`src/rtl/vscale_retire_trace_buf_pkg.sv`:
```
// Shared definitions for the retirement-trace buffer.
//   trace_rec_t : one packed trace record, with cycle in the MSBs and ecode in the LSBs
//   REC_WIDTH   : width of trace_rec_t, used as the FIFO data width
//   TRACE_DEPTH : default FIFO depth
//   ECODE_WIDTH : exception cause width, matching the vscale control constants
package vscale_retire_trace_buf_pkg;

    localparam int unsigned ECODE_WIDTH = 4;
    localparam int unsigned TRACE_DEPTH = 16;

    typedef struct packed {
        logic [31:0]            cycle;
        logic [31:0]            pc;
        logic [31:0]            inst;
        logic [4:0]             rd;
        logic [31:0]            wdata;
        logic                   exc;
        logic [ECODE_WIDTH-1:0] ecode;
    } trace_rec_t;

    localparam int unsigned REC_WIDTH = $bits(trace_rec_t);

endpackage

```
`src/rtl/vscale_sync_fifo.sv`:
```
// Synchronous FIFO built from a register array.
//   clk, reset   : clock and synchronous active-high reset
//   push, wdata  : write request and data; a push while full is accepted only together with a pop
//   full         : occupancy == DEPTH
//   pop          : read request; ignored while empty
//   valid, rdata : head-entry qualifier and head data, which is zero while empty
//   count        : occupancy, 0..DEPTH
module vscale_sync_fifo #(
    parameter int unsigned WIDTH = 8,
    parameter int unsigned DEPTH = 16
) (
    input  logic                     clk,
    input  logic                     reset,
    input  logic                     push,
    input  logic [WIDTH-1:0]         wdata,
    output logic                     full,
    input  logic                     pop,
    output logic                     valid,
    output logic [WIDTH-1:0]         rdata,
    output logic [$clog2(DEPTH):0]   count
);

    localparam int unsigned AW = $clog2(DEPTH);
    localparam logic [AW:0] FullCount = DEPTH[AW:0];

    logic [WIDTH-1:0] mem_q [DEPTH];
    logic [AW-1:0]    wr_ptr_q, rd_ptr_q;
    logic [AW:0]      count_q, count_d;
    logic             do_push, do_pop;

    assign valid   = (count_q != '0);
    assign full    = (count_q == FullCount);
    assign do_pop  = pop & valid;
    // A full FIFO can still take a push when the head leaves on the same edge.
    assign do_push = push & (~full | do_pop);
    assign rdata   = valid ? mem_q[rd_ptr_q] : '0;
    assign count   = count_q;

    always_comb begin
        count_d = count_q;
        if (do_push && !do_pop) begin
            count_d = count_q + 1'b1;
        end else if (!do_push && do_pop) begin
            count_d = count_q - 1'b1;
        end
    end

    always_ff @(posedge clk) begin
        if (reset) begin
            wr_ptr_q <= '0;
            rd_ptr_q <= '0;
            count_q  <= '0;
        end else begin
            count_q <= count_d;
            if (do_push) begin
                wr_ptr_q <= wr_ptr_q + 1'b1;
            end
            if (do_pop) begin
                rd_ptr_q <= rd_ptr_q + 1'b1;
            end
        end
    end

    // Data storage is not reset; rdata is gated by valid.
    always_ff @(posedge clk) begin
        if (do_push) begin
            mem_q[wr_ptr_q] <= wdata;
        end
    end

endmodule

```
`src/rtl/vscale_retire_trace_buf.sv`:
```
// Retirement-trace capture behind the vscale WB stage.
//   clk, reset         : core clock and synchronous active-high reset
//   enable             : when 1, retire and exception events are captured
//   PC_DX, inst_DX     : DX-stage PC and instruction, shadowed into WB unless stall_DX is set
//   retire_WB, wr_reg_WB, reg_to_wr_WB, wb_data_WB : WB retirement information
//   exception_WB, exception_code_WB                : WB exception information
//   cycle              : free-running cycle count; bits [31:0] are recorded
//   rec_*              : head record with valid/ready handshake; data is zero while empty
//   count              : records held
//   drop_count         : saturating count of records lost to a full buffer
//   overflow           : sticky flag, set on the first drop
module vscale_retire_trace_buf
    import vscale_retire_trace_buf_pkg::*;
#(
    parameter int unsigned DEPTH  = TRACE_DEPTH,
    parameter int unsigned DROP_W = 16
) (
    input  logic                   clk,
    input  logic                   reset,
    input  logic                   enable,
    input  logic [31:0]            PC_DX,
    input  logic [31:0]            inst_DX,
    input  logic                   stall_DX,
    input  logic                   retire_WB,
    input  logic                   wr_reg_WB,
    input  logic [4:0]             reg_to_wr_WB,
    input  logic [31:0]            wb_data_WB,
    input  logic                   exception_WB,
    input  logic [ECODE_WIDTH-1:0] exception_code_WB,
    input  logic [63:0]            cycle,
    output logic                   rec_valid,
    input  logic                   rec_ready,
    output logic [31:0]            rec_cycle,
    output logic [31:0]            rec_pc,
    output logic [31:0]            rec_inst,
    output logic [4:0]             rec_rd,
    output logic [31:0]            rec_wdata,
    output logic                   rec_exc,
    output logic [ECODE_WIDTH-1:0] rec_ecode,
    output logic [$clog2(DEPTH):0] count,
    output logic [DROP_W-1:0]      drop_count,
    output logic                   overflow
);

    logic [31:0]          pc_wb_q, inst_wb_q;
    logic [DROP_W-1:0]    drop_count_q;
    logic                 overflow_q;
    logic                 ev, fifo_full, drop;
    logic [4:0]           rd;
    trace_rec_t           rec_in, rec_out;
    logic [REC_WIDTH-1:0] rec_out_bits;
    logic                 unused_cycle_hi;

    assign unused_cycle_hi = ^cycle[63:32];

    assign ev = enable & (retire_WB | exception_WB);
    assign rd = (wr_reg_WB && reg_to_wr_WB != 5'd0) ? reg_to_wr_WB : 5'd0;

    always_comb begin
        rec_in.cycle = cycle[31:0];
        rec_in.pc    = pc_wb_q;
        rec_in.inst  = inst_wb_q;
        rec_in.rd    = rd;
        rec_in.wdata = (rd != 5'd0) ? wb_data_WB : 32'd0;
        rec_in.exc   = exception_WB;
        rec_in.ecode = exception_WB ? exception_code_WB : '0;
    end

    // The push is lost only when full and the head is not leaving on the same edge.
    assign drop = ev & fifo_full & ~(rec_valid & rec_ready);

    vscale_sync_fifo #(
        .WIDTH (REC_WIDTH),
        .DEPTH (DEPTH)
    ) u_fifo (
        .clk   (clk),
        .reset (reset),
        .push  (ev),
        .wdata (rec_in),
        .full  (fifo_full),
        .pop   (rec_ready),
        .valid (rec_valid),
        .rdata (rec_out_bits),
        .count (count)
    );

    assign rec_out   = rec_out_bits;
    assign rec_cycle = rec_out.cycle;
    assign rec_pc    = rec_out.pc;
    assign rec_inst  = rec_out.inst;
    assign rec_rd    = rec_out.rd;
    assign rec_wdata = rec_out.wdata;
    assign rec_exc   = rec_out.exc;
    assign rec_ecode = rec_out.ecode;

    always_ff @(posedge clk) begin
        if (reset) begin
            pc_wb_q      <= '0;
            inst_wb_q    <= '0;
            drop_count_q <= '0;
            overflow_q   <= 1'b0;
        end else begin
            if (!stall_DX) begin
                pc_wb_q   <= PC_DX;
                inst_wb_q <= inst_DX;
            end
            if (drop) begin
                overflow_q <= 1'b1;
                if (drop_count_q != '1) begin
                    drop_count_q <= drop_count_q + 1'b1;
                end
            end
        end
    end

    assign drop_count = drop_count_q;
    assign overflow   = overflow_q;

endmodule

```
`config.mk`:
```
export PLATFORM = sky130hd
export DESIGN_NAME = vscale_retire_trace_buf
export DESIGN_NICKNAME = d
export VERILOG_FILES = /design/src/rtl/vscale_retire_trace_buf_pkg.sv /design/src/rtl/vscale_sync_fifo.sv /design/src/rtl/vscale_retire_trace_buf.sv
export SDC_FILE = /design/constraint.sdc
export NUM_CORES = 2
export LEC_CHECK = 0
export ABC_CLOCK_PERIOD_IN_PS = 14300
export BUFFER_PORTS_ARGS = -buffer_cell sky130_fd_sc_hd__buf_2
export CAP_MARGIN = 0
export CORE_ASPECT_RATIO = 1.4
export CORE_MARGIN = 2
export CORE_UTILIZATION = 30
export CTS_CLUSTER_DIAMETER = 100
export DETAILED_ROUTE_END_ITERATION = 8
export GPL_TIMING_DRIVEN = 0
export SETUP_SLACK_MARGIN = 0.2
export SLEW_MARGIN = 0
export SYNTH_ARGS = -nofsm -noshare
export SYNTH_HDL_FRONTEND = slang
export SYNTH_SLANG_ARGS = --single-unit
```
`constraint.sdc`:
```
create_clock -name clk -period 14.3 [get_ports clk]
set_clock_uncertainty 0.15 [all_clocks]
set_input_delay 0.715 -clock clk [delete_from_list [all_inputs] [get_ports clk]]
set_output_delay 0.715 -clock clk [all_outputs]
set_load 0.05 [all_outputs]
```
* After elaboration in Yosys (flattened, before gate mapping)
Memory sizes are Yosys's and may differ from the RTL's. A register that Yosys moved wholly into a read port is not among the register bits.
Index checks and enable logic that the tools add are counted.
** Word-level totals
- Memories :: 1
- Logic and storage cells :: 44
- Register bits after elaboration :: 94
- Output and inout bits :: 161
- Bits of input ports :: 177
- Memory bits (writable) :: 2208
** Memory list
- u_fifo.mem_q :: depth 16, bits a word 138, read ports 1, clocked after memory_dff 1, write ports 1, RTL line vscale_sync_fifo.sv:26 : logic [WIDTH-1:0] mem_q [DEPTH];
** Cells by class
- Bitwise logic cells :: 9
- Reductions and logical operators :: 10
- Multiplexer cells :: 10
- Eq/ne operators :: 2
- $add $sub $neg :: 5
** Operators with widths (number)
- two-way mux 138 bit :: 1
- two-way mux 32 bit :: 1
- adder 16 x 1 -> 16 bit (second input constant) :: 1
- inequality test 16 bit (second input constant) :: 1
- two-way mux 5 bit :: 3
- nonzero test 5 bit :: 3
- two-way mux 4 bit :: 3
- adder 4 x 1 -> 4 bit (second input constant) :: 2
- adder 5 x 1 -> 5 bit (second input constant) :: 1
- AND 1 bit :: 5
- == test 5 bit (second input constant) :: 1
- subtractor 5 x 1 -> 5 bit (second input constant) :: 1
- logical AND 1 bit :: 3
- logical NOT 1 bit :: 2
- two-way mux 1 bit :: 2
- inverter 1 bit :: 2
- OR 1 bit :: 2
- AND reduction 2 bit :: 1
- nonzero test 2 bit :: 1

* Logic depth before layout (Yosys ltp)
- Depth after elaboration :: 8
- Mapped depth :: 12
- Mapped depth without buffers :: 11

* Cells and area by module
From an unflattened synthesis, not the netlist that was laid out.
** Second synthesis, totals
- Cell total of the unflattened synthesis :: 3830
- Area, all modules :: 87944.3 um2
** By module, submodules not included
- vscale_sync_fifo :: cells each 3483, instances 1, area each 84566.1 um2, seq. area each 66643.9 um2
- vscale_retire_trace_buf :: cells each 347, instances 1, area each 3378.2 um2, seq. area each 1621.6 um2

* Worst setup path after synthesis
OpenSTA, ideal clock, no wires.
- Kind :: register to register
- From :: reg u_fifo.count_q[0], in the netlist u_fifo.count[0]
- To :: mem u_fifo.mem_q[3][0] in the netlist's numbering (enable)
- Cell stages (with the launch flop) :: 6
- Setup slack :: 2491 ps
- Data required time :: 13346 ps
- Arrival time :: 10855 ps
- Buffers on the path :: 1
- Setup time :: 804 ps
- Period minus slack after synthesis :: 11809 ps
- Cell sequence :: dfxtp_1 > or4_4 > o21ba_2 > clkbuf_1 > nand2_1 > nor3_1
** Between the ends
- Longest elaborated chain between the ends :: 6
- Elaborated cells between the ends (all ways) :: 8
- Classes of those cells :: eq/ne: 1; mux: 2; bitwise: 4; reduce/logical: 1
** RTL lines
- start, declared :: RTL line vscale_sync_fifo.sv:28 : logic [AW:0] count_q, count_d;
- start signal, assigned :: RTL line vscale_sync_fifo.sv:54 : count_q <= count_d;
- nonzero test 5 bit or == test 5 bit (tied branches) :: RTL line vscale_sync_fifo.sv:31, vscale_sync_fifo.sv:32
- AND 1 bit or inverter 1 bit (tied branches) :: RTL line vscale_sync_fifo.sv:33, vscale_sync_fifo.sv:35
- OR 1 bit (*) :: RTL line vscale_sync_fifo.sv:35 : assign do_push = push & (~full | do_pop);
- AND 1 bit (*) :: RTL line vscale_sync_fifo.sv:35
- net u_fifo.do_push :: RTL line vscale_sync_fifo.sv:29 : logic do_push, do_pop;
- two-way mux 1 bit (*) :: RTL line vscale_sync_fifo.sv:66 : if (do_push) begin
- two-way mux 1 bit (not written as such) (*) :: RTL line vscale_sync_fifo.sv:67 : mem_q[wr_ptr_q] <= wdata;
- end, declared :: RTL line vscale_sync_fifo.sv:26
Mark *: on every way through the listed nets, which the timed path passes. The rest lies on a longest branch.

==> results.txt <==
First drt pass iteration count: 7
Final setup violation count: 0
Power, Total: 17.6 mW
H-tree levels: 4
Crit Path Class: flop to output port
Post-Syn Area: 0.0875 mm^2
GRT Overall Usage: 16.2%
Core area: 0.290 mm^2
Netlist cell types: 46
IO Port Bufs: 303
Placer Congestion: 0.733
Final Cycle Share: 44.1%
Crit start category: flop
Type of the most critical hold path: input pin to flop
Area occupied by multi-input gates: 0.0183 mm^2
Ports: 338
CTS Sinks: 2306
Antenna-violating nets left: 0
Clk Latency, worst-skew pair: 840 ps
Final worst slack: 7990 ps
Synth Instances: 3819
Slew at the pin with the worst max-slew slack: 1400 ps
Setup TNS: 0 ps
Largest family of logic cells by synthesized area: multiplexers
Post-synthesis xor/xnor area fraction: 0.210%
Share of layout cells above drive strength 1: 30.6%
Row cnt: 234
Simple-gate share of the synthesized area: 1.22%
Number of global-route vias before repair: 44200
Initial drt markers: 4268
Synth Register Bits: 2306
Storage cell area: 0.0683 mm^2
Drt total wl: 244 mm
TritonCTS buffer count: 208
Most common cell after layout, fill and taps aside: edfxtp_1
Clock Tree Root: clkbuf_16
Layout filler cell count: 26500
DRC violations left: 0
Ys flop type: edfxtp_1
GR Util met1: 20.8%
Mux cell area share after synthesis: 18.1%
DR WL/cell: 28.3 um
Synth warn: 0
Maximum root-to-sink buffer count: 4
Worst VDD drop: 0.118 mV
Final hold violation count: 0
Total global routing overflow: 0
GR Util met3: 2.22%
DP Area: 0.0967 mm^2
Achievable Freq: 0.159 GHz
Initial Utilization: 30.1%
Post-synth EDFFs: 2208
Critical Path RT: 13440 ps
Die W: 460 um
Finished Cell Area: 0.104 mm^2
Post-synthesis async set-or-reset flop share: 0%
Post-DR vias/cell: 4.93
Unrepaired setup endpoints after global routing: false
Leakage: 32.1 nW
Die Footprint: 0.296 mm^2
CTS tree: built
Via count: 42600
R2r worst-path depth: 12
Largest stage delay on the critical path: 1060 ps
Final Max Tran Viols: 0
Nets: 4737
CP cell instances: buf_2, buf_2, buf_1, clkbuf_1, mux2i_1, o22ai_1, buf_2
Sequential area share after synthesis: 78.1%
Layout area overhead: 18.7%
Hold depth: 3
Post-synthesis compound-gate area fraction: 1.12%
Crit end category: output port
GR Layer Usage met2: 27.7%
DP Worst Slack: 8620 ps
Synth Net Count: 4007
CP max stage cell: buf_1
Highest-count cells in the layout ignoring fill and taps: edfxtp_1, mux4_2, buf_2
Maxcap violations: 0
First-pass GRT wire length: 339 mm
Worst path arrival time: 5440 ps
Worst-path clk slew: 60 ps
Status: completed
Tmin final: 6310 ps
Largest net degree at the start of global routing: 23
Top Usage Layer GRT: met2
Cell area power density: 169 mW/mm^2
DIE HEIGHT: 643 um
Initial antenna violation count: 51
Most common cell on crit path: buf_2
Mean Syn Cell Area: 22.9 um^2
Final HPWL DP: 164 mm
CP max FO: 11
Synth Area in Adders: 0.166%
Max_slew headroom: 6.79%
==> through the flow <==
step,utilization [%],hold slack (ps),std cells
CTS,35.8,5.76,8611
detailed placement,33.3,289,8188
global route,35.8,47.7,8619
global placement,32.3,298,8016
finish,35.8,44.5,8640
floorplan,-,309,3819
==> registers in the layout, indices dropped and copies added, names as in the netlist, named ones only <==
| name | count |
|---|---|
| pc_wb_q | 32 |
| u_fifo.wr_ptr_q | 4 |
| u_fifo.count | 5 |
| overflow | 1 |
| u_fifo.rd_ptr_q | 4 |
| drop_count | 16 |
| u_fifo.mem_q | 2208 |
| inst_wb_q | 32 |
==> cells by family after synthesis <==
group,after synthesis
adders and majority gates,11
and+or+nand+nor,210
DFF,2306
xor gates and xnor gates,21
buffers and inverters,219
AOI/OAI and AO/OA,157
muxes,895
==> final cells by class <==
type	instances	share of cell area, %
diodes	29	0.0699
plain buffers	214	0.915
clock buffers	277	5.44
clock inverters	101	0.892
inverters	5	0.0181
multi-input cells	1294	17.7
flip-flops and latches	2306	65.8
well taps	3894	4.69
repair buffers	520	4.55
==> metal layers <==
metal / share of wire [%] / wire [um] / up-vias
met3: 5.9 / 14400 / 331
met2: 51 / 123000 / 1515
met1: 40 / 97900 / 23100
li1: - / - / 17600
met5: 0.027 / 67 / -
met4: 3.4 / 8400 / 14
==> synth_stat cells (2+ instances only) <==
| cell type | number | area share (%) |
|---|---|---|
| nor2_1 | 105 | 0.45 |
| clkbuf_8 | 2 | 0.031 |
| nor4_4 | 2 | 0.049 |
| xnor2_1 | 16 | 0.16 |
| nand3_1 | 10 | 0.057 |
| mux4_2 | 552 | 14 |
| and3_1 | 2 | 0.014 |
| nor3_2 | 3 | 0.034 |
| and4_1 | 3 | 0.030 |
| edfxtp_1 | 2208 | 76 |
| inv_1 | 5 | 0.021 |
| buf_6 | 2 | 0.026 |
| a21oi_1 | 9 | 0.051 |
| ha_1 | 10 | 0.14 |
| dfxtp_1 | 98 | 2.2 |
| clkbuf_1 | 89 | 0.38 |
| nor3_1 | 10 | 0.057 |
| o21ai_0 | 4 | 0.023 |
| mux2i_1 | 342 | 3.9 |
| xor2_1 | 5 | 0.050 |
| buf_2 | 83 | 0.47 |
| nand2b_1 | 3 | 0.021 |
| buf_1 | 38 | 0.16 |
| or4_4 | 2 | 0.026 |
| o22ai_1 | 138 | 0.99 |
| and2_1 | 41 | 0.29 |
| or3_1 | 4 | 0.029 |
| nand2_1 | 15 | 0.064 |
==> where the power goes <==
part | switching [mW] | internal (mW)
combinational | 2.91 | 1.55
sequential | 0.0749 | 7.52
clock | 2.46 | 3.05
==> final timing paths <==
kind                        start              end  slack [ps]
setup / recovery             flop     rec_ecode[1]        7990
hold / removal        inst_DX[15]    inst_wb_q[15]          40
setup reg to reg  u_fifo.count[0]  u_fifo.count[4]       10530
hold reg to reg          overflow         overflow         300
==> repair_timing <==
action | in CTS | in global routing
endpoints found under the hold margin | 45 | 0
hold buffers | 45 | 0
resized for setup | 0 | 0
setup buffers | 0 | 0
==> critical path, delay by kind of cell, from the launching register on <==
family,cells,cell delay (ps)
flip-flops,1,330
AO/OA/AOI/OAI,1,660
buffers and inverters,5,3340
multiplexers,1,250
Power figures use the tool's default switching activity.
